<file path="src/rtl/frame_writer.sv">
// Turns the OV7670 capture-stage pixel stream into linear frame-buffer writes in the pclk
// domain, tracking rows from href/vsync with optional 2x2 decimation.
module frame_writer #(
   parameter int unsigned H_ACTIVE = 640,
   parameter int unsigned V_ACTIVE = 480,
   parameter int unsigned DECIM    = 1,
   parameter int unsigned ADDR_W   = 17
) (
   input  logic              pclk,
   input  logic              rst_n,
   input  logic              vsync,
   input  logic              href,
   input  logic [11:0]       pix_rgb,
   input  logic [9:0]        pix_col,
   input  logic              pix_valid,
   output logic [ADDR_W-1:0] fb_addr,
   output logic [11:0]       fb_data,
   output logic              fb_we,
   output logic              frame_done,
   output logic              frame_short,
   output logic              overflow
);

   localparam int unsigned ROW_W = 9;
   localparam int unsigned COL_W = 10;
   localparam logic [ROW_W-1:0]  ROW_MAX   = '1;
   localparam logic [ADDR_W-1:0] BASE_STEP = ADDR_W'(H_ACTIVE >> DECIM);
   localparam bit                DEC       = (DECIM != 0);

   typedef enum logic [1:0] {WAIT_VSYNC, SYNC, ACTIVE} state_t;

   state_t             state;
   logic               href_q;
   logic               vsync_q;
   logic [ROW_W-1:0]   row_cnt;
   logic [ADDR_W-1:0]  line_base;
   logic               first_line;

   logic               href_rise;
   logic               vsync_rise;
   logic               vsync_fall;
   logic               in_range;
   logic               keep;
   logic               drop;
   logic               base_step_en;
   logic [ADDR_W-1:0]  pix_addr;

   assign href_rise  = href & ~href_q;
   assign vsync_rise = vsync & ~vsync_q;
   assign vsync_fall = ~vsync & vsync_q;

   // Pixel qualification always uses the pre-advance row and base.
   assign in_range = (row_cnt < ROW_W'(V_ACTIVE)) & (pix_col < COL_W'(H_ACTIVE));
   assign keep     = (state == ACTIVE) & pix_valid & in_range &
                     (~DEC | (~row_cnt[0] & ~pix_col[0]));
   assign drop     = (state == ACTIVE) & pix_valid & ~in_range;
   assign pix_addr = line_base + ADDR_W'(pix_col >> DECIM);

   // Decimated base only moves when leaving an odd row, so row pairs share a base.
   assign base_step_en = ~DEC | row_cnt[0];

   always_ff @(posedge pclk or negedge rst_n) begin
      if (!rst_n) begin
         state       <= WAIT_VSYNC;
         href_q      <= 1'b0;
         vsync_q     <= 1'b0;
         row_cnt     <= '0;
         line_base   <= '0;
         first_line  <= 1'b1;
         fb_addr     <= '0;
         fb_data     <= '0;
         fb_we       <= 1'b0;
         frame_done  <= 1'b0;
         frame_short <= 1'b0;
         overflow    <= 1'b0;
      end else begin
         href_q     <= href;
         vsync_q    <= vsync;
         fb_we      <= 1'b0;
         frame_done <= 1'b0;

         if (keep) begin
            fb_we   <= 1'b1;
            fb_data <= pix_rgb;
            fb_addr <= pix_addr;
         end
         if (drop) begin
            overflow <= 1'b1;
         end

         case (state)
            WAIT_VSYNC: begin
               if (vsync_rise) begin
                  state <= SYNC;
               end
            end
            SYNC: begin
               if (vsync_fall) begin
                  state      <= ACTIVE;
                  row_cnt    <= '0;
                  line_base  <= '0;
                  first_line <= 1'b1;
                  overflow   <= 1'b0;
               end
            end
            ACTIVE: begin
               if (vsync_rise) begin
                  state       <= SYNC;
                  frame_done  <= 1'b1;
                  frame_short <= first_line |
                                 (({1'b0, row_cnt} + 10'd1) != 10'(V_ACTIVE));
               end else if (href_rise) begin
                  if (first_line) begin
                     first_line <= 1'b0;
                  end else if (row_cnt != ROW_MAX) begin
                     row_cnt <= row_cnt + ROW_W'(1);
                     if (base_step_en) begin
                        line_base <= line_base + BASE_STEP;
                     end
                  end
               end
            end
            default: state <= WAIT_VSYNC;
         endcase
      end
   end

endmodule

</file>
<file path="config.mk">
export PLATFORM = sky130hd
export DESIGN_NAME = frame_writer
export DESIGN_NICKNAME = d
export VERILOG_FILES = /design/src/rtl/frame_writer.sv
export SDC_FILE = /design/constraint.sdc
export NUM_CORES = 1
export LEC_CHECK = 0
export ABC_CLOCK_PERIOD_IN_PS = 2900
export CAP_MARGIN = 10
export CELL_PAD_IN_SITES_DETAIL_PLACEMENT = 1
export CELL_PAD_IN_SITES_GLOBAL_PLACEMENT = 1
export CORE_MARGIN = 4
export CORE_UTILIZATION = 36
export DETAILED_ROUTE_END_ITERATION = 6
export GPL_ROUTABILITY_DRIVEN = 0
export PLACE_DENSITY = 0.75
export SLEW_MARGIN = 20
export SYNTH_ARGS = -nofsm -noshare
export SYNTH_HDL_FRONTEND = slang
export SYNTH_SLANG_ARGS = --single-unit
export TNS_END_PERCENT = 20
</file>
<file path="constraint.sdc">
create_clock -name pclk -period 2.9 [get_ports pclk]
set_input_delay 0.58 -clock pclk [delete_from_list [all_inputs] [get_ports pclk]]
set_output_delay 0.58 -clock pclk [all_outputs]
set_load 0.02 [all_outputs]
</file>
==> impl_results.md, run 1 <==
* Status: finished clean
* Post-synthesis register bit count at 58
* YS warnings at 0
* Clock skew at between 0.01 and 0.015 ns
* CP required at roughly 3.1 ns
* First-pass GRT wire length at between 10000 and 15000 µm
* Synth cell count leaders: dfrtp_1 (57), nand2_1 (26), nor2_1 (24), o21ai_0 (20)
* Vias in the first global route at 2314
* Synth top area share at 50.9%
* Ports at 60
* Core area at 0.00741 mm²
* DRC viols at 0
* Clock slew at reported path FFs at 0.08 ns
* CP dominant cell by count: and3_1
* Fin crit share at 94.0%
* Grt total ovfl at 0
* Synthesized net count at around 290
* Starting DRT DRC Count at 99
* FILL cells at 806
* Pwr Density at ~810 mW/mm²
* R2r worst-path depth at 10
* Routed Antenna Nets at 0
* Yosys cell types at 40
* HP Class: primary input to async pin
* Syn Inst Count at 251
* Worst setup EP type: flop
* Initial antenna violation count at 0
* Endpoints failing setup at 0
* Buffers on Ports at 59
* Die height at just under 100 µm
* Num CTS Buffers at 9
* Most frequent cell after synthesis: dfrtp_1
* P&R area growth vs syn at 34.3%
* Area contributors post-synth: dfrtp_1 (51%), mux2_4 (10%), xnor2_1 (5.9%)
* Netlist area before placement at 0.00280 mm²
* GRT Resource Usage Total at 16.4%
* Crit path time final at 2.73 ns
* Initial core utilization at between 30% and 40%
* Post-CTS Setup Bufs at 0
* Routed wire length at 6970 µm
* Post-route cell area at 0.00376 mm²
* Register area share after synthesis at just over 50%
* Largest area contributor in the netlist: dfrtp_1
* # diodes at 0
* Pin count of the biggest net entering global routing at 59
* Static Leak at roughly 0.0017 µW
* Final hold viol count at 0
* CP peak stage delay at roughly 0.40 ns
* Max Slew Vio Count at 0
* Clock buffer depth at 2
* Die area at between 0.009 and 0.01 mm²
* # Max-Cap Violations at 0
* Placed cell areas at 0.00355 mm²
* Max Fclk at about 370 MHz
* Crit path kind: flop to flop
* Root Buffer: clkbuf_8
* Startpoint types: flop
* Worst Tran Pin Value at 0.842 ns
* Slew margin rel. at a little over two fifths
* Worst path slowest cell: dfrtp_1
* Row count at 31
* DRT Pass-1 Iters at 5
* Detailed-route vias per instance at 5.05
* Pwr Total at 3060 µW
* Worst R2R Start: row_cnt[1]
* CTS tree: yes
* CP Launch Point: row_cnt[1]
* Final net count at 356
* Syn_area_per_cell at 11.2 µm²
* H-tree depth at 3
* Number of flops mapped to enable cells by yosys at 0
* Register Area at approximately 0.0015 mm²
* WL per Instance at 16.4 µm
* HPWL Detailed at 4830 µm
* Vias at 2150
* Setup TNS at 0 ns
* Capture point of the worst path: line_base[13]
* Layout cells sized above 1 at about 17%
* CTS Sinks at 58
* CP Max Fanout at 10
* Worst R2R Setup Slack at roughly 0.17 ns
* DP Cell Count at 410
* WP data arrival at between 2 and 3 ns
* Worst-path cell chain: ha_1 -> and3_1 -> and3_1 -> and3_1 -> ha_1 -> nor4b_4 -> a21oi_2 -> nor4_2 -> xnor2_1 -> nor2_1
* Final Non-Filler Cells at 426
* Footprint of the multi-input gates at 0.00129 mm²
* Synth Flop Type: dfrtp_1
* Skew-Pair Late Insertion Delay at 0.34 ns
* CTS hold repair buffers at 0
* Async set or reset register ratio after synthesis at 100%
* RSZ-0062 raised after global routing: false
* RR Endpoint: line_base[13]
* Peak VDD IR at 0.272 mV
* Chip width at about 96 µm
[placed cells by master, fill, tap and decap left out, types with 2 or more instances in the layout]
cell type / instances
xnor2_1: 19
o21ai_0: 20
inv_1: 3
nor4_1: 3
and3_1: 5
nor4_2: 2
a21o_1: 3
dfrtp_1: 57
a21oi_1: 4
xor2_1: 2
clkdlybuf4s50_1: 58
mux2_4: 19
nand3_1: 3
nand2_1: 26
ha_1: 7
nor2_1: 24
o21ai_1: 6
clkinvlp_4: 3
a31oi_1: 2
nor2b_1: 2
nand3b_1: 2
clkbuf_8: 10
nand4_1: 8
nor3_1: 5
nand2b_1: 3
nand4b_1: 2
buf_4: 10
[what timing repair did]
action	4_1_cts	5_1_grt
resized for setup	0	1
endpoints found under the setup margin	0	1
endpoints found under the hold margin	0	0
[registers in the layout, summed over array words and instances, names as in the netlist]
name and cells:
vsync_q 1, state 2, fb_addr 17, overflow 1, line_base 11, frame_short 1, fb_we 1, href_q 1
first_line 1, frame_done 1, row_cnt 9, fb_data 12
[worst min-delay path by stage]
stage,start,slack (ns),end,depth (start not counted)
2_1_floorplan,rst_n,0.28,fb_addr[0],0
3_3_place_gp,fb_addr[7],0.47,fb_addr[7],2
3_5_place_dp,fb_addr[15],0.48,fb_addr[15],2
4_1_cts,rst_n,0.41,line_base[7],2
5_1_grt,rst_n,0.44,state[0],2
6_report,rst_n,0.38,row_cnt[7],2
[power by group]
group | switching, µW | internal (µW)
Combinational | 524 | 599
Sequential | 151 | 1020
Clock | 347 | 420
[cell families (layout without fill, tap and decap cells)]
group                    Yosys count  count (layout)  share of synthesized area [%]
AND/OR/NAND/NOR                   94              94                           18.2
multiplexers                      19              19                           10.2
adder cells (fa/ha/maj)            7               7                           3.13
buffers and inverters             13              89                           2.41
AO/OA/AOI/OAI                     39              39                           7.68
XOR/XNOR                          21              21                           6.57
flip-flops                        58              58                           51.9
[final cells by class]
cell class | instances | share of cell area [%]
flip-flops and latches | 58 | 38.6
multi-input cells | 180 | 34.3
repair buffers | 70 | 18.1
clock buffers | 10 | 3.66
well taps | 99 | 3.29
clock inverters | 6 | 1.76
inverters | 3 | 0.299
[metrics by stage]
step / hold WS [ns] / setup slack, ns / utilization (%)
final: 0.384 / 0.175 / 50.8
after global placement: 0.467 / 0.270 / 47.9
after global routing: 0.439 / 0.0111 / 50.8
after floorplan: 0.284 / 0.160 / -
after detailed placement: 0.481 / 0.227 / 47.9
after CTS: 0.414 / 0.0765 / 50.7
[routing by layer]
layer	part of all wire, %	wire, µm	vias to the layer above	GRT usage, %
li1	-	-	1016	-
met1	46	3230	1070	22.6
met2	47	3250	56	25.4
met3	5.6	389	8	3.05
met4	1.5	102	0	6.87
met5	0	0	-	0
[worst max-delay path: cells and delay by family (launching register included)]
| family | cells | cell delay (ns) |
|---|---|---|
| xor gates and xnor gates | 1 | 0.18 |
| adders and majority gates | 2 | 0.42 |
| DFF | 1 | 0.40 |
| and+or+nand+nor | 6 | 1.39 |
| AOI/OAI and AO/OA | 1 | 0.22 |
Power figures use the tool's default switching activity.
==> run 2: changes to the inputs <==
==> constraint.sdc (replaced) <==
create_clock -name pclk -period 2.9 [get_ports pclk]
set_input_delay 0.58 -clock pclk [delete_from_list [all_inputs] [get_ports pclk]]
set_output_delay 0.58 -clock pclk [all_outputs]
set_load 0.01 [all_outputs]
==> results of run 2 <==
The final DEF is identical to that of run 1. Status: finished clean.
Among the figures that moved: total power 3060 µW -> 2940 µW; worst IR drop on VDD 0.272 mV -> 0.270 mV
